[src/rtl/alu_core_if.sv]
// Operand/result bundle for alu_core. The master drives a, b and opn.
// The slave returns the registered results and the flags.
interface alu_core_if;
    logic [3:0] a;
    logic [3:0] b;
    logic [2:0] opn;
    logic [3:0] alu_out0;
    logic [3:0] alu_out1;
    logic [3:0] status;

    modport master (
        output a,
        output b,
        output opn,
        input  alu_out0,
        input  alu_out1,
        input  status
    );

    modport slave (
        input  a,
        input  b,
        input  opn,
        output alu_out0,
        output alu_out1,
        output status
    );
endinterface

[src/rtl/alu_core.sv]
// 4-bit registered ALU with one cycle of latency. It has no handshake, so every edge starts a new operation.
// Optional macro ALU_DIV_EN enables the opn=3 divider. Without it, opn=3 reports an unsupported op (V=1, Z=1).
module alu_core (
    input  logic        clk,
    input  logic        rst,
    alu_core_if.slave   bus
);
    localparam logic [2:0] OP_ADD = 3'd0;
    localparam logic [2:0] OP_SUB = 3'd1;
    localparam logic [2:0] OP_MUL = 3'd2;
    localparam logic [2:0] OP_DIV = 3'd3;
    localparam logic [2:0] OP_AND = 3'd4;
    localparam logic [2:0] OP_OR  = 3'd5;
    localparam logic [2:0] OP_XOR = 3'd6;
    localparam logic [2:0] OP_SHL = 3'd7;

    logic [3:0] out0_q, out0_d;
    logic [3:0] out1_q, out1_d;
    logic [3:0] status_q, status_d;

    logic [4:0] sum_w;
    logic [4:0] diff_w;
    logic [7:0] prod_w;
    logic [7:0] shl_w;

    assign sum_w  = {1'b0, bus.a} + {1'b0, bus.b};
    assign diff_w = {1'b0, bus.a} - {1'b0, bus.b};
    assign prod_w = {4'b0, bus.a} * {4'b0, bus.b};
    assign shl_w  = {4'b0, bus.a} << bus.b[2:0];

`ifdef ALU_DIV_EN
    // Restoring divider: one compare/subtract stage for each quotient bit, starting at the MSB.
    logic [4:0] rem_w [0:4];
    logic [3:0] quo_w;

    assign rem_w[0] = 5'd0;

    generate
        for (genvar gi = 0; gi < 4; gi++) begin : g_div_stage
            logic [4:0] trial_w;
            logic       ge_w;
            assign trial_w = {rem_w[gi][3:0], bus.a[3-gi]};
            assign ge_w    = (trial_w >= {1'b0, bus.b});
            assign quo_w[3-gi] = ge_w;
            assign rem_w[gi+1] = ge_w ? (trial_w - {1'b0, bus.b}) : trial_w;
        end
    endgenerate
`endif

    always_comb begin
        logic c_flag;
        logic v_flag;
        logic force_status;
        out0_d       = 4'h0;
        out1_d       = 4'h0;
        c_flag       = 1'b0;
        v_flag       = 1'b0;
        force_status = 1'b0;
        status_d     = 4'h0;

        case (bus.opn)
            OP_ADD: begin
                out0_d = sum_w[3:0];
                out1_d = {3'b0, sum_w[4]};
                c_flag = sum_w[4];
                v_flag = (bus.a[3] == bus.b[3]) && (sum_w[3] != bus.a[3]);
            end
            OP_SUB: begin
                out0_d = diff_w[3:0];
                out1_d = {3'b0, diff_w[4]};
                c_flag = diff_w[4];
                v_flag = (bus.a[3] != bus.b[3]) && (diff_w[3] != bus.a[3]);
            end
            OP_MUL: begin
                out0_d = prod_w[3:0];
                out1_d = prod_w[7:4];
                c_flag = (prod_w[7:4] != 4'h0);
            end
            OP_DIV: begin
`ifdef ALU_DIV_EN
                if (bus.b == 4'h0) begin
                    out0_d = 4'hF;
                    out1_d = bus.a;
                    v_flag = 1'b1;
                end else begin
                    out0_d = quo_w;
                    out1_d = rem_w[4][3:0];
                end
`else
                force_status = 1'b1;
`endif
            end
            OP_AND: out0_d = bus.a & bus.b;
            OP_OR:  out0_d = bus.a | bus.b;
            OP_XOR: out0_d = bus.a ^ bus.b;
            OP_SHL: begin
                out0_d = shl_w[3:0];
                out1_d = shl_w[7:4];
                c_flag = (shl_w[7:4] != 4'h0);
            end
            default: ;
        endcase

        if (force_status) begin
            status_d = 4'b1001;
        end else begin
            status_d = {v_flag, out0_d[3], c_flag, (out0_d == 4'h0)};
        end
    end

    always_ff @(posedge clk) begin
        if (rst) begin
            out0_q   <= 4'h0;
            out1_q   <= 4'h0;
            status_q <= 4'h0;
        end else begin
            out0_q   <= out0_d;
            out1_q   <= out1_d;
            status_q <= status_d;
        end
    end

    assign bus.alu_out0 = out0_q;
    assign bus.alu_out1 = out1_q;
    assign bus.status   = status_q;
endmodule

[src/flat_wrapper.sv]
// flat-port wrapper written by rule: the top's interface ports become plain ports
module alu_core_flat 
  (clk, rst, bus_a, bus_b, bus_opn, bus_alu_out0, bus_alu_out1, bus_status);
  alu_core_if bus_i ();
  input  logic clk;
  input  logic rst;
  input wire logic [$bits(bus_i.a)-1:0] bus_a;
  input wire logic [$bits(bus_i.b)-1:0] bus_b;
  input wire logic [$bits(bus_i.opn)-1:0] bus_opn;
  output wire logic [$bits(bus_i.alu_out0)-1:0] bus_alu_out0;
  output wire logic [$bits(bus_i.alu_out1)-1:0] bus_alu_out1;
  output wire logic [$bits(bus_i.status)-1:0] bus_status;
  assign bus_i.a = bus_a;
  assign bus_i.b = bus_b;
  assign bus_i.opn = bus_opn;
  assign bus_alu_out0 = bus_i.alu_out0;
  assign bus_alu_out1 = bus_i.alu_out1;
  assign bus_status = bus_i.status;
  alu_core u_core (.clk(clk), .rst(rst), .bus(bus_i));
endmodule
[config.mk]
export PLATFORM = sky130hd
export DESIGN_NAME = alu_core_flat
export DESIGN_NICKNAME = d
export VERILOG_FILES = /design/src/rtl/alu_core_if.sv /design/src/rtl/alu_core.sv /design/src/flat_wrapper.sv
export SDC_FILE = /design/constraint.sdc
export NUM_CORES = 1
export LEC_CHECK = 0
export CORE_ASPECT_RATIO = 1.2
export CORE_MARGIN = 5
export CORE_UTILIZATION = 56
export CTS_BUF_LIST = sky130_fd_sc_hd__clkbuf_4 sky130_fd_sc_hd__clkbuf_8
export CTS_CLUSTER_DIAMETER = 150
export DETAILED_ROUTE_END_ITERATION = 8
export GPL_TIMING_DRIVEN = 1
export PLACE_DENSITY = 0.85
export SYNTH_ARGS = -nofsm -noshare
export SYNTH_HDL_FRONTEND = slang
export SYNTH_SLANG_ARGS = --single-unit
[constraint.sdc]
create_clock -name clk -period 4.75 [get_ports clk]
set_input_delay 0.95 -clock clk [delete_from_list [all_inputs] [get_ports clk]]
set_output_delay 0.95 -clock clk [all_outputs]
set_load 0.005 [all_outputs]
==> results of run 1 <==
## report_power, final
part	total, mW	switching (mW)	internal (mW)
clock network	0.0581	0.0288	0.0293
registers	0.108	0.00139	0.107
logic	0.170	0.0923	0.0778
total	0.336	0.123	0.214
## worst max-delay path: cells and delay by family
kind / cells / cell delay (ps)
adder cells (fa/ha/maj): 3 / 1510
buffers and inverters: 3 / 800
AO/OA/AOI/OAI: 3 / 430
AND/OR/NAND/NOR: 2 / 300
XOR/XNOR: 1 / 240
## flip-flops by register name, indices dropped and copies added, names as in the netlist
name	count
u_core.bus.alu_out0	4
u_core.bus.status	4
u_core.bus.alu_out1	4
## worst max-delay path by stage
stage	start	end	slack [ps]	cells past startpoint
6_report	bus_b[2]	u_core.bus.status[1]	700	12
3_3_place_gp	bus_a[1]	u_core.bus.status[1]	520	12
2_1_floorplan	bus_b[2]	u_core.bus.status[1]	1160	12
5_1_grt	bus_a[1]	u_core.bus.status[1]	530	12
4_1_cts	bus_a[1]	u_core.bus.status[1]	710	12
3_5_place_dp	bus_a[1]	u_core.bus.status[1]	430	12
## placed cells by master, fill, tap and decap left out, types with 2 or more instances in the layout
cell / count
a211o_1: 2
a211oi_1: 6
a21o_1: 4
a21oi_1: 10
a31oi_1: 3
buf_4: 2
clkbuf_4: 3
clkdlybuf4s50_1: 24
dfxtp_1: 12
fa_1: 6
ha_1: 25
inv_1: 17
inv_2: 3
mux2i_1: 6
nand2_1: 9
nand2b_1: 8
nand3_1: 7
nand3b_1: 3
nor2_1: 20
nor2b_1: 2
o211ai_1: 5
o21ai_0: 6
o21ba_1: 3
or3_1: 2
xnor2_1: 3
## metrics by stage
| step | setup WS (ps) | utilization [%] | cells | total power [mW] | cell area [um^2] |
|---|---|---|---|---|---|
| 6_report | 699.4 | 67.25 | 250 | 0.3363 | 1891 |
| 5_1_grt | 533.1 | 67.25 | 250 | 0.3623 | 1891 |
| 4_1_cts | 710.5 | 67.25 | 250 | 0.3380 | 1891 |
| 3_5_place_dp | 428.3 | 66.44 | 247 | 0.2784 | 1868 |
| 3_3_place_gp | 522.5 | 66.44 | 247 | 0.2737 | 1868 |
| 2_1_floorplan | 1163 | - | 195 | 0.2272 | 1634 |
## logic make-up (layout without fill, tap and decap cells)
group / count (synthesis) / after routing / share of synthesized area, %
buffers and inverters: 28 / 49 / 8.498
DFF: 12 / 12 / 14.70
muxes: 8 / 8 / 5.743
AOI/OAI and AO/OA: 54 / 54 / 24.20
xor gates and xnor gates: 4 / 4 / 2.144
adders and majority gates: 31 / 31 / 26.49
and+or+nand+nor: 58 / 58 / 18.22
## metal layers
metal	GRT usage [%]	up-vias	part of all wire, %
li1	-	744	-
met3	1.117	10	6.7
met1	24.94	664	41
met5	0	-	0
met4	8.060	0	2.6
met2	31.71	59	50
## layout make-up
cell class / count / area (um^2)
fillers: 237 / 920.9
well taps: 34 / 42.54
repair buffers: 26 / 255.2
clock buffers: 3 / 22.52
inverters: 20 / 75.07
multi-input cells: 155 / 1255
flip-flops and latches: 12 / 240.2
==> flow_summary_export.csv, run 1 <==
group,metric,value,unit
status,status,"completed",
synthesis,synth_edf_count,0,
floorplanning,coreArea,2811,um^2
synthesis,yosys.cell_count.top_type,"ha_1",
clocking,cts-htree-levels,1,
final_layout,drive_gt1_share,8.333,%
clocking,clk_path_buf_depth,2,
min_path,min_to,"u_core.bus.status[3]",
synthesis,yosysTopAreaCell,"ha_1",
global_routing,grt_pass1_vias,1411,
sta,tightest_slew,657.7,ps
floorplanning,initial_utilization,58.12,%
sta,slew_headroom,56.01,%
drt,postRouteWirelength,3.711,mm
min_path,hold_depth,3,
setup_path,required,4940,ps
placed_design,dp_hpwl,3.110,mm
synthesis,ys.flop_type,"dfxtp_1",
drt,drc,0,
synthesis,synth_seq_area_share,14.70,%
floorplanning,dieArea,4103,um^2
sta,fin_setup_tns,0,ps
clocking,cts_num_sinks,12,
sta,hold_viol,0,
clocking,holdBufCountCts,0,
global_routing,grt_start_max_net_pins,22,
synthesis,synth_commonest_cells,"ha_1, nor2_1, inv_1",
synthesis,synth_cell_types,50,
synthesis,yosysWarnings,0,
global_routing,antenna_found_initial,0,
drt,drt_first_pass_iters,4,
floorplanning,fp-row-count,21,
clocking,root_buffer,"clkbuf_4",
final_layout,syn_to_final_growth,15.70,%
setup_path,cpMaxStageDelayCell,"clkdlybuf4s50_1",
power_and_ir_drop,max-vdd-ir-drop,0.0001344,V
power_and_ir_drop,p_per_area,177.9,nW/um^2
setup_path,arrival,4240,ps
global_routing,grt_overflow_total,0,
clocking,numCtsBuffers,3,
synthesis,ys_top_cells_by_area,"ha_1, dfxtp_1, fa_1, nor2_1, inv_1",
clocking,cts_resized,0,
sta,finalCriticalPeriod,4051,ps
drt,vias,1477,
setup_path,crit_fanout,11,
clocking,cts_setup_buffers,0,
final_layout,nNetsFinal,262,
setup_path,cp_common_cell,"fa_1",
synthesis,synth_area,1634,um^2
synthesis,ys_ff_latch,12,
placed_design,place.gp.congestion,0.9729,
clocking,cts_tree,"yes",
sta,rsz0062_at_grt,"false",
min_path,hp-class,"in2reg",
sta,max_freq,246.9,MHz
sta,worst_hold_slack,1429,ps
global_routing,grt_use_total,19.14,%
drt,post_drt_wl_per_cell,14.84,um
global_routing,grt_pass1_wl,6.244,mm
synthesis,ys_async_sr_fraction,0,%
setup_path,critPathKind,"in2reg",
placed_design,port-buffer-count,24,
synthesis,syn-num-nets,239,
job,drv_cap,0,
floorplanning,die_w,59.31,um
setup_path,startpoint_type,"input pin",
sta,finalSetupViolCount,0,
synthesis,syn_inst,195,
drt,drt_iter0_markers,100,
final_layout,antenna_cells,0,
synthesis,avgSynthCellArea,8.380,um^2
min_path,hold_path_startpoint,"rst",
drt,vias_per_cell,5.908,
power_and_ir_drop,leakagePower,0.8701,nW
sta,maxSlewViolCount,0,
floorplanning,io_pins,25,
sta,post-route-period-util,85.28,%
drt,ant_nets,0,
clocking,clk_pin_slew_worst_paths,60,ps
setup_path,end_kind,"register",
floorplanning,dieHeight,69.18,um
setup_path,slowest_delay,690,ps
synthesis,synth_top_area_share,19.14,%
setup_path,crit_chain,"clkdlybuf4s50_1 -> nand2_1 -> fa_1 -> inv_1 -> fa_1 -> inv_1 -> fa_1 -> nand2b_1 -> a21oi_1 -> xor2_1 -> a221oi_2 -> a41oi_1",
Note: power is estimated with default switching activity, not from simulation.
==> run 2: changes to the inputs <==
--- a/config.mk
+++ b/config.mk
@@ -13,6 +13,7 @@
 export DETAILED_ROUTE_END_ITERATION = 8
 export GPL_TIMING_DRIVEN = 1
 export PLACE_DENSITY = 0.85
+export RECOVER_POWER = 50
 export SYNTH_ARGS = -nofsm -noshare
 export SYNTH_HDL_FRONTEND = slang
 export SYNTH_SLANG_ARGS = --single-unit
==> run 2 against run 1 <==
  * Core utilization unchanged
  * Sequential power about the same
  * Sequential cell count unchanged
  * Worst setup slack improved by 18 ps
  * Sequential share of layout area unchanged
  * Combinational power about the same
  * Via count decreased by 0.34%
  * Power decreased by 0.96%
  * Die area unchanged
  * Critical path type unchanged
  * Critical endpoint unchanged
  * Highest routed layer unchanged
==> flow_summary_export.csv, run 2 (same netlist as run 1, synthesis figures left out) <==
group,metric,value,unit
clocking,cts-htree-levels,1,
final_layout,final_cell_mix,"ha_1, nor2_1, inv_1",
clocking,cts_tree,"yes",
sta,fin_ws,717.2,ps
floorplanning,coreArea,2811,um^2
clocking,cts_resized,0,
global_routing,grt_use_total,19.14,%
placed_design,place_inst,247,
floorplanning,fp-row-count,21,
power_and_ir_drop,p_int,0.2114,mW
sta,post-route-period-util,84.90,%
setup_path,cpMaxStageDelayCell,"clkdlybuf4s50_1",
setup_path,path_depth,12,
final_layout,nFillCells,237,
power_and_ir_drop,pwr-share-clk,17.4,%
drt,drt_iter0_markers,113,
sta,finalSetupViolCount,0,
clocking,numCtsBuffers,3,
sta,rsz0062_at_grt,"false",
power_and_ir_drop,max-vdd-ir-drop,0.0001320,V
sta,tightest_slew,656.4,ps
setup_path,startpoint_type,"input pin",
floorplanning,die_w,59.31,um
setup_path,end_kind,"register",
setup_path,crit_fanout,9,
sta,max_freq,248.0,MHz
final_layout,fin_cells,250,
placed_design,place_ws,428.3,ps
setup_path,cp_common_cell,"fa_1",
floorplanning,io_pins,25,
global_routing,antenna_found_initial,0,
setup_path,critPathLaunch,"bus_a[1]",
floorplanning,dieHeight,69.18,um
setup_path,crit_family,"adder cells",
setup_path,cp.buffers_inverters,3,
sta,finalCriticalPeriod,4033,ps
min_path,hp-class,"in2reg",
power_and_ir_drop,total_power,0.3330,mW
min_path,hold_path_startpoint,"rst",
sta,hold_viol,0,
setup_path,cp-endpoint,"u_core.bus.status[1]",
clocking,cts_num_sinks,12,
final_layout,final_util,67.25,%
setup_path,slowest_delay,690,ps
final_layout,layout_commonest_cell,"ha_1",
drt,post_drt_wl_per_cell,14.68,um
drt,drc,0,
placed_design,port-buffer-count,24,
power_and_ir_drop,leakagePower,0.9056,nW
final_layout,syn_to_final_growth,15.70,%
global_routing,top_usage_layer,"met2",
final_layout,drive_gt1_share,8.333,%
final_layout,nNetsFinal,262,
global_routing,grt_start_max_net_pins,22,
clocking,root_buffer,"clkbuf_4",
setup_path,crit_chain,"clkdlybuf4s50_1 -> nand2_1 -> fa_1 -> inv_1 -> fa_1 -> inv_1 -> fa_1 -> nand2b_1 -> a21oi_1 -> xor2_1 -> a221oi_2 -> a41oi_1",
clocking,holdBufCountCts,0,
job,drv_cap,0,
sta,maxSlewViolCount,0,
floorplanning,initial_utilization,58.12,%
power_and_ir_drop,p_per_area,176.1,nW/um^2
global_routing,grt_pass1_vias,1411,
setup_path,arrival,4170,ps
power_and_ir_drop,pwr-share-comb,50.2,%
drt,ant_nets,0,
global_routing,use_met1,24.94,%
sta,slew_headroom,56.10,%
drt,postRouteWirelength,3.669,mm
global_routing,use_met3,1.117,%
status,status,"completed",
power_and_ir_drop,sw_frac_of_total,36.52,%
drt,vias_per_cell,5.888,
power_and_ir_drop,seqPwrFrac,32.4,%
clocking,cts_setup_buffers,0,
sta,fin_setup_tns,0,ps
clocking,clk_path_buf_depth,2,
setup_path,required,4880,ps
placed_design,place.gp.congestion,0.9729,
setup_path,critPathKind,"in2reg",
floorplanning,dieArea,4103,um^2
power_and_ir_drop,p_switching,0.1216,mW
drt,drt_first_pass_iters,4,
clocking,clk_pin_slew_worst_paths,60,ps
placed_design,dp_hpwl,3.110,mm
final_layout,antenna_cells,0,
global_routing,grt_overflow_total,0,
global_routing,grt_pass1_wl,6.244,mm
drt,vias,1472,
global_routing,use_met2,31.71,%
## run 2: power groups by stage
stage / sequential [mW] / clock [mW] / combinational [mW]
detailed placement: 0.111 / 0 / 0.168
floorplan: 0.111 / 0 / 0.116
CTS: 0.108 / 0.0611 / 0.169
global placement: 0.110 / 0 / 0.164
finish: 0.108 / 0.0581 / 0.167
global route: 0.108 / 0.0642 / 0.187
## run 2: worst min path at each step
stage                                end  slack [ps]  cells after the start
finish              u_core.bus.status[3]        1430                      3
CTS                 u_core.bus.status[3]        1420                      3
global placement         bus_alu_out0[3]        1650                      1
detailed placement       bus_alu_out0[2]        1650                      1
global route        u_core.bus.status[3]        1440                      3
floorplan           u_core.bus.status[3]        1110                      2
## run 2: metal layers
metal | vias up | routed length, um
li1 | 742 | -
met1 | 659 | 1525
met5 | - | 0
met3 | 10 | 226
met4 | 0 | 90
met2 | 61 | 1827
## run 2: area by class of cell
type	instances	area [um^2]	share of cell area [%]
Tap cell	34	42.54	2.250
Inverter	20	75.07	3.971
Clock buffer	3	22.52	1.191
Timing Repair Buffer	26	255.2	13.50
Multi-Input combinational cell	155	1255	66.38
Sequential cell	12	240.2	12.71
## run 2: metrics by stage
| step | cell area, um^2 | hold WS [ps] |
|---|---|---|
| 2_1_floorplan | 1634 | 1107 |
| 3_3_place_gp | 1868 | 1651 |
| 3_5_place_dp | 1868 | 1652 |
| 4_1_cts | 1891 | 1421 |
| 5_1_grt | 1891 | 1439 |
| 6_report | 1891 | 1434 |
==> run 3: changes to the inputs <==
--- a/config.mk
+++ b/config.mk
@@ -7,12 +7,12 @@
 export LEC_CHECK = 0
 export CORE_ASPECT_RATIO = 1.2
 export CORE_MARGIN = 5
-export CORE_UTILIZATION = 56
+export CORE_UTILIZATION = 51
 export CTS_BUF_LIST = sky130_fd_sc_hd__clkbuf_4 sky130_fd_sc_hd__clkbuf_8
 export CTS_CLUSTER_DIAMETER = 150
 export DETAILED_ROUTE_END_ITERATION = 8
 export GPL_TIMING_DRIVEN = 1
-export PLACE_DENSITY = 0.85
+export PLACE_DENSITY = 0.82
 export RECOVER_POWER = 50
 export SYNTH_ARGS = -nofsm -noshare
 export SYNTH_HDL_FRONTEND = slang
==> constraint.sdc (replaced) <==
create_clock -name clk -period 3.5 [get_ports clk]
set_input_delay 0.7 -clock clk [delete_from_list [all_inputs] [get_ports clk]]
set_output_delay 0.7 -clock clk [all_outputs]
set_load 0.005 [all_outputs]
==> run 3 against run 2 <==
  * Design area is 11% higher
  * Critical endpoint unchanged
  * Sequential power is 35% higher
  * Die area is 8.2% higher
  * Count of clock-buffer cells in the layout is 1 higher
  * Clock power is 82% higher
  * Worst setup slack worse by 640 ps
  * Core utilization is 0.61 points higher
  * Power is 54% higher
  * First-iteration DRC count is 41% lower
  * Final cell count is 8.8% higher
  * Via count is 6.8% higher
==> flow_summary_export.csv, run 3 (same netlist as run 1, synthesis figures left out) <==
group,metric,value,unit
drt,drt_first_pass_iters,4,
final_layout,fin_cells,272,
sta,tightest_slew,682.9,ps
clocking,root_buffer,"clkbuf_4",
min_path,hold_path_startpoint,"rst",
final_layout,seq_area,240.2,um^2
power_and_ir_drop,pwr-share-comb,50.8,%
floorplanning,die_w,61.67,um
final_layout,final_util,67.86,%
global_routing,grt_use_total,18.77,%
drt,ant_nets,0,
setup_path,startpoint_type,"input pin",
clocking,cts_tree,"yes",
floorplanning,fp-row-count,22,
power_and_ir_drop,leakagePower,1.033,nW
setup_path,critPathLaunch,"bus_b[3]",
floorplanning,io_pins,25,
floorplanning,dieHeight,72.01,um
sta,worst_hold_slack,1146,ps
final_layout,nFillCells,260,
setup_path,required,3630,ps
sta,maxSlewViolCount,0,
global_routing,grt_pass1_vias,1522,
setup_path,end_kind,"register",
placed_design,port-buffer-count,24,
global_routing,antenna_found_initial,0,
clocking,numCtsBuffers,3,
clocking,cts_num_sinks,12,
sta,fin_setup_tns,0,ps
setup_path,arrival,3550,ps
drt,vias_per_cell,5.779,
sta,finalCriticalPeriod,3419,ps
placed_design,dp_hpwl,3.288,mm
final_layout,nNetsFinal,281,
final_layout,layout_commonest_cell,"ha_1",
power_and_ir_drop,p_switching,0.1807,mW
power_and_ir_drop,p_per_area,245.3,nW/um^2
sta,hold_viol,0,
power_and_ir_drop,seqPwrFrac,28.5,%
drt,post_drt_wl_per_cell,14.51,um
global_routing,grt_overflow_total,0,
floorplanning,initial_utilization,53.00,%
sta,post-route-period-util,97.67,%
drt,drt_iter0_markers,67,
sta,max_freq,292.5,MHz
power_and_ir_drop,max-vdd-ir-drop,0.0002489,V
clocking,holdBufCountCts,0,
drt,drc,0,
final_layout,drive_gt1_share,18.22,%
final_layout,syn_to_final_growth,28.02,%
placed_design,place_inst,268,
floorplanning,coreArea,3083,um^2
power_and_ir_drop,pwr-share-clk,20.7,%
global_routing,grt_start_max_net_pins,22,
final_layout,antenna_cells,0,
clocking,cts_setup_buffers,0,
setup_path,crit_fanout,2,
setup_path,cp-endpoint,"u_core.bus.status[1]",
power_and_ir_drop,sw_frac_of_total,35.22,%
clocking,clk_pin_slew_worst_paths,70,ps
sta,slew_headroom,54.33,%
final_layout,multi_input_comb_area,1289,um^2
drt,vias,1572,
global_routing,grt_pass1_wl,6.568,mm
status,status,"completed",
min_path,hp-class,"in2reg",
job,drv_cap,0,
clocking,clk_path_buf_depth,2,
drt,postRouteWirelength,3.946,mm
floorplanning,dieArea,4441,um^2
final_layout,final_cell_mix,"ha_1, nor2_1, buf_4, inv_1, dfxtp_1",
placed_design,place.gp.congestion,0.8626,
power_and_ir_drop,p_int,0.3324,mW
sta,finalSetupViolCount,0,
setup_path,critPathKind,"in2reg",
clocking,cts-htree-levels,1,
[run 3: cell types whose count changed in the layout (fill, tap and decap cells not counted), moves of 2 or more]
cell / before / now
o21ai_0: 6 / 4
dlymetal6s2s_1: 0 / 2
o21ai_1: 1 / 3
buf_4: 2 / 20
[run 3: layout make-up]
cell class | instances | share of cell area, %
Clock buffer | 4 | 1.734
Inverter | 20 | 3.589
Multi-Input combinational cell | 155 | 61.60
Sequential cell | 12 | 11.48
Tap cell | 36 | 2.153
Timing Repair Buffer | 45 | 19.44
[run 3: worst min path at each step]
stage | to | slack, ps | cells after the start
floorplan | u_core.bus.status[3] | 860 | 2
global placement | bus_alu_out0[0] | 1400 | 1
detailed placement | bus_alu_out1[3] | 1400 | 1
CTS | u_core.bus.status[3] | 1150 | 3
global route | u_core.bus.status[0] | 1200 | 3
finish | u_core.bus.status[3] | 1150 | 3
[run 3: worst max-delay path, cell delays in order]
cell and delay [ps]:
clkdlybuf4s50_1 490, nand2_1 80, fa_1 540, inv_1 50, fa_1 500, inv_1 60, fa_2 350, nand2b_4 160
a21oi_4 160, xor2_2 90, a221oi_2 240, a41oi_1 120
[run 3: stage by stage]
stage / instance area, um^2 / worst slack, ps / power (mW)
after floorplan: 1634 / 163.5 / 0.3083
final: 2092 / 81.40 / 0.5131
after detailed placement: 2013 / -345.1 / 0.3996
after global routing: 2092 / -11.44 / 0.5468
after global placement: 2013 / -260.9 / 0.3949
after CTS: 2056 / 17.77 / 0.5062
[run 3: routing by layer]
layer | global-route usage, % | wire length [um] | share of wire [%]
met5 | 0 | 0 | 0
met4 | 6.368 | 55 | 1.4
met3 | 1.068 | 181 | 4.6
met2 | 33.64 | 2110 | 53
met1 | 22.97 | 1598 | 40
[run 3: power by group through the flow]
stage          sequential (mW)  clock [mW]  combinational (mW)
3_3_place_gp             0.150           0               0.245
4_1_cts                  0.147       0.106               0.253
2_1_floorplan            0.151           0               0.157
5_1_grt                  0.147       0.112               0.288
3_5_place_dp             0.150           0               0.250
6_report                 0.146       0.106               0.261
[run 3: timing repair]
item	CTS	global route
pin swaps	0	5
hold endpoints to repair	0	0
setup endpoints to repair	1	3
gates resized for setup	2	9
